`src/rtl/trdll_update_ctrl.sv`:
```
// trdll_update_ctrl
// Sequencer for the TRDLLB delay-locked loop. It resets the DLL, qualifies
// LOCK with bounded retries, and periodically moves a fresh DCNTL code
// (ALUHOLD setup, UDDCNTL pulse, release). Each transfer first obtains a
// quiet window from the datapath through UPD_REQ/UPD_ACK.
//
// Ports (all logic on posedge CLKI, RSTN synchronous active-low):
//   CLKI, RSTN                 clock / reset
//   DLL_LOCK                   LOCK from DLL (already synchronised)
//   UPD_ACK                    datapath grants quiet window
//   UPD_NOW                    one-cycle request for an immediate update
//   DLL_RSTN, ALUHOLD, UDDCNTL DLL control pins
//   UPD_REQ                    quiet-window request
//   READY                      DLL locked and code valid
//   LOCK_LOST, FAIL            sticky status
//   RETRY_CNT[3:0]             failed lock attempts since last qualification
//   STATE[2:0]                 current state (debug)
//   UPD_MISS                   sticky, only with TRDLL_ACK_TIMEOUT_EN
//
// Optional feature macro: TRDLL_ACK_TIMEOUT_EN -- bounds the wait for UPD_ACK
// to ACK_TIMEOUT cycles and adds the UPD_MISS output.
module trdll_update_ctrl #(
  parameter int unsigned RST_CYC         = 16,
  parameter int unsigned LOCK_STABLE_CYC = 64,
  parameter int unsigned LOCK_TIMEOUT    = 4096,
  parameter int unsigned UPD_INTERVAL    = 1024,
  parameter int unsigned HOLD_SETUP      = 2,
  parameter int unsigned UPD_PULSE       = 4,
  parameter int unsigned MAX_RETRY       = 7,
  parameter int unsigned ACK_TIMEOUT     = 256
) (
  input  logic       CLKI,
  input  logic       RSTN,
  input  logic       DLL_LOCK,
  input  logic       UPD_ACK,
  input  logic       UPD_NOW,
  output logic       DLL_RSTN,
  output logic       ALUHOLD,
  output logic       UDDCNTL,
  output logic       UPD_REQ,
  output logic       READY,
  output logic       LOCK_LOST,
  output logic       FAIL,
  output logic [3:0] RETRY_CNT,
`ifdef TRDLL_ACK_TIMEOUT_EN
  output logic       UPD_MISS,
`endif
  output logic [2:0] STATE
);

  function automatic int unsigned max2(input int unsigned a, input int unsigned b);
    return (a > b) ? a : b;
  endfunction

  localparam int unsigned CMAX = max2(max2(max2(RST_CYC, LOCK_STABLE_CYC),
                                           max2(LOCK_TIMEOUT, UPD_INTERVAL)),
                                      max2(max2(HOLD_SETUP, UPD_PULSE), ACK_TIMEOUT));
  localparam int CW = $clog2(CMAX + 1);

  // Terminal counts: the shared counter restarts at 0 on every state change,
  // so a state lasting N cycles leaves when the counter shows N-1.
  localparam logic [CW-1:0] RST_LAST   = CW'(RST_CYC - 1);
  localparam logic [CW-1:0] WAIT_LAST  = CW'(LOCK_TIMEOUT - 1);
  localparam logic [CW-1:0] INT_LAST   = CW'(UPD_INTERVAL - 1);
  localparam logic [CW-1:0] HOLD_LAST  = CW'(HOLD_SETUP - 1);
  localparam logic [CW-1:0] PULSE_LAST = CW'(UPD_PULSE - 1);
`ifdef TRDLL_ACK_TIMEOUT_EN
  localparam logic [CW-1:0] ACK_LAST   = CW'(ACK_TIMEOUT - 1);
`endif
  localparam logic [CW-1:0] STAB_N     = CW'(LOCK_STABLE_CYC);
  localparam logic [3:0]    MAXR       = 4'(MAX_RETRY);

  typedef enum logic [2:0] {
    S_RST = 3'd0, S_WAIT = 3'd1, S_TRACK = 3'd2, S_REQ = 3'd3,
    S_HOLD = 3'd4, S_UPD = 3'd5, S_REL = 3'd6, S_FAIL = 3'd7
  } state_t;

  state_t        state_q, state_d;
  logic [CW-1:0] cnt_q, cnt_d, cnt_inc;
  logic [CW-1:0] stab_q, stab_d, stab_inc;
  logic [3:0]    retry_q, retry_d, retry_inc;
  logic          pend_q, pend_d;
  logic          lost_q, lost_d;
  logic          fail_q, fail_d;
  logic          ready_q, ready_d;
  logic          dll_rstn_q, aluhold_q, uddcntl_q, upd_req_q;
  logic          lock_to;
`ifdef TRDLL_ACK_TIMEOUT_EN
  logic          miss_q, miss_d;
`endif

  // All counters saturate rather than wrap.
  assign cnt_inc   = (&cnt_q)   ? cnt_q   : cnt_q   + 1'b1;
  assign stab_inc  = (&stab_q)  ? stab_q  : stab_q  + 1'b1;
  assign retry_inc = (&retry_q) ? retry_q : retry_q + 1'b1;

  always_comb begin
    state_d = state_q;
    cnt_d   = cnt_inc;
    stab_d  = '0;
    retry_d = retry_q;
    pend_d  = pend_q | (UPD_NOW & (state_q != S_TRACK));
    lost_d  = lost_q;
    fail_d  = fail_q;
    ready_d = 1'b0;
    lock_to = 1'b0;
`ifdef TRDLL_ACK_TIMEOUT_EN
    miss_d  = miss_q;
`endif
    case (state_q)
      S_RST:   if (cnt_q == RST_LAST) state_d = S_WAIT;
      S_WAIT: begin
        if (DLL_LOCK) stab_d = stab_inc;
        // Qualification beats a timeout on the same cycle.
        if (DLL_LOCK && stab_inc == STAB_N) state_d = S_REQ;
        else if (cnt_q == WAIT_LAST)        lock_to = 1'b1;
      end
      S_TRACK: if (cnt_q == INT_LAST || UPD_NOW || pend_q) state_d = S_REQ;
      S_REQ: begin
        if (UPD_ACK) state_d = S_HOLD;
`ifdef TRDLL_ACK_TIMEOUT_EN
        else if (cnt_q == ACK_LAST) begin
          // Periodic update is skipped; a missed initial update counts as
          // a failed lock attempt.
          if (ready_q) begin
            state_d = S_TRACK;
            miss_d  = 1'b1;
          end else begin
            lock_to = 1'b1;
          end
        end
`endif
      end
      S_HOLD:  if (cnt_q == HOLD_LAST)  state_d = S_UPD;
      S_UPD:   if (cnt_q == PULSE_LAST) state_d = S_REL;
      S_REL:   state_d = S_TRACK;
      default: state_d = S_FAIL;  // only RSTN leaves S_FAIL
    endcase

    if (lock_to) begin
      retry_d = retry_inc;
      state_d = (retry_inc == MAXR) ? S_FAIL : S_RST;
    end

    // Losing lock once qualified aborts whatever update is in flight.
    if (!DLL_LOCK && (state_q inside {S_TRACK, S_REQ, S_HOLD, S_UPD, S_REL})) begin
      state_d = S_RST;
      lost_d  = 1'b1;
    end

    if (state_d != state_q)                      cnt_d   = '0;
    if (state_d == S_REQ && state_q != S_REQ)    pend_d  = 1'b0;
    if (state_d == S_TRACK)                      retry_d = '0;
    if (state_d == S_FAIL)                       fail_d  = 1'b1;

    // READY rises on the first return to tracking and is held across
    // later updates.
    case (state_d)
      S_TRACK:                      ready_d = 1'b1;
      S_REQ, S_HOLD, S_UPD, S_REL:  ready_d = ready_q;
      default:                      ready_d = 1'b0;
    endcase
  end

  always_ff @(posedge CLKI) begin
    if (!RSTN) begin
      state_q    <= S_RST;
      cnt_q      <= '0;
      stab_q     <= '0;
      retry_q    <= '0;
      pend_q     <= 1'b0;
      lost_q     <= 1'b0;
      fail_q     <= 1'b0;
      ready_q    <= 1'b0;
      dll_rstn_q <= 1'b0;
      aluhold_q  <= 1'b0;
      uddcntl_q  <= 1'b0;
      upd_req_q  <= 1'b0;
`ifdef TRDLL_ACK_TIMEOUT_EN
      miss_q     <= 1'b0;
`endif
    end else begin
      state_q    <= state_d;
      cnt_q      <= cnt_d;
      stab_q     <= stab_d;
      retry_q    <= retry_d;
      pend_q     <= pend_d;
      lost_q     <= lost_d;
      fail_q     <= fail_d;
      ready_q    <= ready_d;
      dll_rstn_q <= !(state_d == S_RST || state_d == S_FAIL);
      aluhold_q  <= state_d inside {S_HOLD, S_UPD, S_REL};
      uddcntl_q  <= (state_d == S_UPD);
      upd_req_q  <= state_d inside {S_REQ, S_HOLD, S_UPD, S_REL};
`ifdef TRDLL_ACK_TIMEOUT_EN
      miss_q     <= miss_d;
`endif
    end
  end

  assign DLL_RSTN  = dll_rstn_q;
  assign ALUHOLD   = aluhold_q;
  assign UDDCNTL   = uddcntl_q;
  assign UPD_REQ   = upd_req_q;
  assign READY     = ready_q;
  assign LOCK_LOST = lost_q;
  assign FAIL      = fail_q;
  assign RETRY_CNT = retry_q;
  assign STATE     = state_q;
`ifdef TRDLL_ACK_TIMEOUT_EN
  assign UPD_MISS  = miss_q;
`endif

endmodule

```
`config.mk`:
```
export PLATFORM = sky130hd
export DESIGN_NAME = trdll_update_ctrl
export DESIGN_NICKNAME = d
export VERILOG_FILES = /design/src/rtl/trdll_update_ctrl.sv
export SDC_FILE = /design/constraint.sdc
export NUM_CORES = 1
export LEC_CHECK = 0
export CAP_MARGIN = 30
export CORE_UTILIZATION = 50
export CTS_CLUSTER_SIZE = 20
export DETAILED_ROUTE_END_ITERATION = 7
export PLACE_DENSITY = 0.72
export SYNTH_ARGS = -nofsm -noshare
export SYNTH_HDL_FRONTEND = slang
export SYNTH_SLANG_ARGS = --single-unit
```
`constraint.sdc`:
```
create_clock -name CLKI -period 4.1 [get_ports CLKI]
set_input_delay 0.615 -clock CLKI [delete_from_list [all_inputs] [get_ports CLKI]]
set_output_delay 0.615 -clock CLKI [all_outputs]
set_load 0.05 [all_outputs]
```
Yosys cells after proc, flatten, opt, wreduce, memory -nomap -nowiden
Index checks and enable logic that the tools add are counted.

$add $sub $neg: 3. Eq/ne operators: 22. Multiplexer cells: 16. Bitwise logic cells: 3. Reduce and logical (&&, ||, !) cells: 21.

Operators by type and width (count): two-way mux 3 bit (9); adder 13 x 1 -> 13 bit, second input constant (2); AND reduction 13 bit (2); == test 3 bit, second input constant (7); one-hot mux 3 bit (7 select lines) (1); == test 13 x 1 -> 1 bit, second input constant (1); == test 13 x 10 -> 1 bit, second input constant (1); == test 13 x 12 -> 1 bit, second input constant (1); == test 13 x 2 -> 1 bit, second input constant (1); == test 13 x 4 -> 1 bit, second input constant (1); == test 13 x 7 -> 1 bit, second input constant (1); two-way mux 13 bit (1); == test 3 x 2 -> 1 bit, second input constant (4); zero test 3 bit (2); != test 3 x 2 -> 1 bit, second input constant (2); OR reduction 2 bit (3); nonzero test 5 bit (1); adder 4 x 1 -> 4 bit, second input constant (1); == test 4 x 3 -> 1 bit, second input constant (1); two-way mux 4 bit (1); AND reduction 4 bit (1); nonzero test 4 bit (1); OR reduction 4 bit (1); == test 3 x 1 -> 1 bit, second input constant (1); other kinds (11) (18).

Register bits after elaboration: 41. Input port bits: 5. Output and inout bits: 14. Logic and storage cells: 77.

Longest topological paths before layout
Depth after elaboration: 11. Gate-level depth with buffers: 10. Gate-level depth less buffers: 9.

Least setup slack after synthesis
OpenSTA, ideal clock, no wires.

Path type: register to register. From: register stab_q[0]. To: register dll_rstn_q, in the netlist DLL_RSTN. Setup time: 0.120 ns. Arrival time: 2.859 ns. Required time: 3.980 ns. Setup slack: 1.121 ns. Cell stages (with the launch flop): 11. Buffers on the path: 2. Period minus slack after synthesis: 2.979 ns. Cell sequence: dfxtp_1 > ha_1 > nand4_1 > nor3_1 > mux2_2 > or3_1 > buf_2 > o32a_4 > buf_6 > and3b_1 > o31a_1.

Cells in the longest elaborated chain, start to end: 11. Elaborated cells on any way between the ends: 15. Classes of those cells: add/sub: 1; eq/ne: 2; mux: 7; reduce/logical: 5.

RTL lines: start, declared (line 80) `logic [CW-1:0] stab_q, stab_d, stab_inc;`; start signal, assigned (line 185) `stab_q <= stab_d;`; adder 13 x 1 -> 13 bit / AND reduction 13 bit (equally long branches) (line 94) `assign stab_inc = (&stab_q) ? stab_q : stab_q + 1'b1;`; two-way mux 13 bit (*) (line 94); == test 13 x 7 -> 1 bit (*) (line 115) `if (DLL_LOCK && stab_inc == STAB_N) state_d = S_REQ;`; logical AND 1 bit (*) (line 115); two-way mux 3 bit / two-way mux 1 bit (equally long branches) (line 115); one-hot mux 3 bit (7 select lines) / two-way mux 1 bit (equally long branches) (line 110) `case (state_q)`; two-way mux 3 bit (*) (line 140) `if (lock_to) begin`; two-way mux 3 bit (*) (line 146) `if (!DLL_LOCK && (state_q inside {S_TRACK, S_REQ, S_HOLD, S_UPD, S_REL})) begin`; == test 3 bit / zero test 3 bit (equally long branches) (line 191) `dll_rstn_q <= !(state_d == S_RST || state_d == S_FAIL);`; logical OR 1 bit (*) (line 191); zero test 1 bit (*) (line 191); end signal, assigned (line 191); end, declared (line 86) `logic dll_rstn_q, aluhold_q, uddcntl_q, upd_req_q;`.

Every way passes the cells marked *; elsewhere a longest branch is shown, timed or not. A chain may end at the register's enable or synchronous reset.

Worst setup path in the final report
From: register stab_q[0]. To: register cnt_q[1].

Cells in the longest elaborated chain, start to end: 10. Elaborated cells on any way between the ends: 13. Classes of those cells: add/sub: 1; eq/ne: 2; mux: 7; reduce/logical: 3.

RTL lines: adder 13 x 1 -> 13 bit / AND reduction 13 bit (equally long branches) (line 94); two-way mux 13 bit (*) (line 94); == test 13 x 7 -> 1 bit (*) (line 115); logical AND 1 bit (*) (line 115); two-way mux 3 bit / two-way mux 1 bit (equally long branches) (line 115); one-hot mux 3 bit (7 select lines) / two-way mux 1 bit (equally long branches) (line 110); two-way mux 3 bit (*) (line 140); two-way mux 3 bit (*) (line 146); != test 3 bit (*) (line 151) `if (state_d != state_q) cnt_d = '0;`; OR reduction 2 bit (no line) (*); end signal, assigned (line 184) `cnt_q <= cnt_d;`; end, declared (line 79) `logic [CW-1:0] cnt_q, cnt_d, cnt_inc;`.

Marks and branches as above.

==> results <==
- The total area inside the core boundary comes to about 4500 um2.
- The completed layout was analyzed and its total power is about 700 uW.
- The total iterations of the first detailed-routing run is 7.
- The detailed router finished its first iteration with around 180 violations.
- The total number of clock tree sinks is roughly 40.
- The arithmetic-cell share of the synthesized area counting full adders, half adders and majority gates is 2.10%.
- The mapped netlist covers between 2000 and 2500 um2.
- The power share of the clock group is between 30% and 40%.
- The combinational cell fraction of total power is ~3.1%.
- The final setup violation count is 0.
- The post-synth net total is roughly 300.
- The post-layout net count is about 320.
- Of the total synthesized cell area, the portion taken by XOR and XNOR cells is approximately 6.6%.
- The number of slew-limit violations in the final report is 0.
- The warning count from the yosys run is 0.
- The total of flip-flops plus latches after synthesis is 41.
- Counting tap cells, the placed design contains a total of approximately 350 instances.
- The aggregate routed wire length is ~5400 um.
- The count of nets left with antenna violations after detail routing is 0.
- The number of antenna diodes in the final layout is 0.
- The element type at the critical path start is a flop.
- The final reports fail on design-rule violations.
- The first global-routing pass estimated 9490 um of wire.
- The final standard cell area without fillers is around 2700 um2.
- In the synthesized netlist, the number of instances is 292.
- For the worst setup path, the data arrival time is roughly 3.6 ns.
- The peak clock frequency supported by timing is between 200 and 300 MHz.
- Net switching is about 22% of the power.
- Counting along the longest clock path gives a buffer depth of 2.
- Summed over all nets, the switching power comes to around 150 uW.
- In this run the power density over the cells is approximately 260 nW/um2.
- The worst path in the final design needs a cycle of about 3.4 ns, including I/O delays and setup.
- The number of hold violations in the final report came to 0.
- The synthesis-to-layout area growth is 12.4%.
- In the routed design, unresolved DRC markers number 1.
- After synthesis, the share of cell area in mux cells is under 10%.
- The reported leakage power is 0.940 nW.
- By area, the combinational part of the netlist is dominated by simple AND/OR/NAND/NOR gates.
- Sequential cells were found to cover about a third of the synthesized design area.
- The commonest cells after synthesis are dfxtp_1, nand2_1, nor4_1.
- Of the post-synthesis cell area, the dominant cell type holds about a third.
- The final critical path takes up between 80% and 90% of the cycle.
- The number of buffers inserted by post-CTS setup repair is 0.
- The kind of end point of the critical path is a flop.
- The number of synthesized flops with an enable pin is 0.
- At the end of routability-driven placement, the weighted congestion stood at 0.838.
- Max-cap violations in this run came to 0.
- After detailed routing, the average wire length per cell comes to 15.0 um.
- From left edge to right edge, the die measures 71.0 um.
- Per report_power, the sequential group accounts for between 50 and 60% of the total.
- The count of vias placed by the detailed router is 2178.
- The worst hold path belongs to the class flop to flop.
- Between clock sinks in the finished design, the worst skew comes to 0.00516 ns.
- After filler insertion, the fill cell instance count of the layout stands at 435.
- The most common cell in the synthesized netlist is dfxtp_1.
- The worst slew margin relative to its limit is 43.5%.
- The post-synthesis compound-gate area fraction is roughly 17%.
- Setup total negative slack on the finished layout was measured at 0 ns.
- The initialized floorplan defines 24 standard-cell rows.
- Yosys attributes the largest share of cell area to dfxtp_1, nor4_1, nand2_1.
- Clock latency on the worst-skew pair, taken at its later pin, is 0.30 ns.
- Counting the buffers created by CTS gives 5.
- The run finished, with violations left.
- The async set-or-reset flop fraction in the synthesized netlist is 0%.
- Setup repair after global routing left no endpoint under its margin.
- VDD sags by at most ~0.24 mV.
- The proportion of layout cells with a drive suffix above 1 is 7.12%.
- The all-layer global routing usage is roughly a quarter.
- The largest fanout on the critical path is 13.
- The number of buffers added on ports is 18.
- From bottom edge to top edge, the die measures a little over 70 um.
- The leading area contributor after synthesis is dfxtp_1.
- The class of the most critical setup path is flop to flop.
- Detailed placement finished with a half-perimeter wire length of 3780 um.
- The starting utilization of the core area is 53.2%.
- TritonCTS built the clock tree.
- The internal cell power is 545 uW.
- The area enclosed by the die boundary is slightly above 5000 um2.
- The total I/O pin count is 19.
- For the worst setup path, the data required time is around 4.3 ns.
- The tree is rooted in a clkbuf_8.
- The number of antenna violations at the first check in global routing is 0.
- At the pin with the least slew margin, the transition time is approximately 0.85 ns.
- The dominant register cell in the synthesized netlist is dfxtp_1.
- Summing the areas of all and, or, nand and nor instances in the mapped netlist gives ~33% of the synthesized area.
- In this run the cell area measured after placement is approximately 2600 um2.
- The pin count of the biggest net entering global routing is 21.
- The number of resized instances in the post-cts repair step is 0.
- The final instance count without filler cells is between 300 and 400.
- Using the TritonRoute via totals, the vias-per-cell ratio works out to a little over 6.
- The mean area per synthesized cell is just over 8 um2.
- The deepest level of the CTS H-tree is 2.
- The number of different library cells used by synthesis comes to 54.
- The hold-fix buffer count after cts is 0.
- The via count of the first global-routing pass is between 2000 and 2500.
- After clock tree synthesis, the clock-pin slew on the worst setup and hold paths is 0.07 ns.
- For this run the aggregate overflow at the end of global routing stands at 0.
-- logic make-up after synthesis --
logic type | count (synthesis)
and+or+nand+nor | 145
adders and majority gates | 4
DFF | 41
muxes | 4
buffers and inverters | 25
xor gates and xnor gates | 17
AOI/OAI and AO/OA | 56
-- cells in the final DEF (no fill, tap or decap), types with 3 or more instances in the layout --
cell             count
a21oi_1             16
a31oi_1              5
and2_1               4
and4_1               3
buf_4                5
clkbuf_8             6
clkdlybuf4s50_1     18
dfxtp_1             41
ha_1                 4
inv_1               11
mux2i_1              3
nand2_1             26
nand2b_1             3
nand3_1             18
nand4_1              7
nor2_1              20
nor2b_1              4
nor3_1              15
nor4_1              21
o21a_1               4
o21ai_0              9
or2_2                3
or3_1                5
or4_1                6
xnor2_1             11
xor2_1               5
-- worst paths after layout --
path	startpoint	endpoint	slack, ns	depth (start not counted)
setup reg to reg	stab_q[0]	cnt_q[1]	0.65	8
hold / removal	FAIL	FAIL	0.47	1
hold reg to reg	FAIL	FAIL	0.47	1
setup / recovery	stab_q[0]	cnt_q[1]	0.65	8
-- metrics by stage --
stage                     util (%)  hold WS [ns]  worst slack [ns]
final                         59.8         0.473             0.651
after global routing          59.8         0.502             0.444
after CTS                     59.6         0.476             0.655
after detailed placement      57.7         0.460             0.497
after global placement        57.6         0.451             0.571
after floorplan                  -         0.485              1.12
-- metal layers --
metal / vias to the layer above / track usage (%) / part of all wire, %
li1: 1114 / - / -
met2: 56 / 39.4 / 47
met5: - / 0 / 0
met1: 1002 / 31.0 / 47
met3: 6 / 4.56 / 4.2
met4: 0 / 7.56 / 1.3
-- power groups by stage --
stage	Combinational, mW	Clock (mW)	Sequential, mW
after global routing	0.0247	0.292	0.405
after floorplan	0.0133	0	0.413
after detailed placement	0.0215	0	0.414
after CTS	0.0222	0.278	0.405
final	0.0219	0.270	0.405
after global placement	0.0213	0	0.414
-- registers in the layout, indices dropped and copies added, names as in the netlist --
| name | flops |
|---|---|
| READY | 1 |
| UDDCNTL | 1 |
| DLL_RSTN | 1 |
| stab_q | 13 |
| UPD_REQ | 1 |
| pend_q | 1 |
| STATE | 3 |
| LOCK_LOST | 1 |
| cnt_q | 13 |
| RETRY_CNT | 4 |
| ALUHOLD | 1 |
| FAIL | 1 |
-- critical path, stage by stage (launching register included) --
cell	delay, ns
dfxtp_1	0.45
ha_1	0.31
nand4_1	0.26
nor3_1	0.27
mux2_2	0.37
or3_1	0.49
o32a_4	0.49
xnor2_2	0.54
nor4_1	0.12
-- final cells by class --
class / count / area (um2) / share of cell area [%]
Clock buffer: 7 / 86.3 / 3.23
Timing Repair Buffer: 24 / 223 / 8.33
Sequential cell: 41 / 821 / 30.7
Multi-Input combinational cell: 226 / 1440 / 53.8
Tap cell: 52 / 65.1 / 2.43
Inverter: 11 / 41.3 / 1.54
Note: power is estimated with default switching activity, not from simulation.
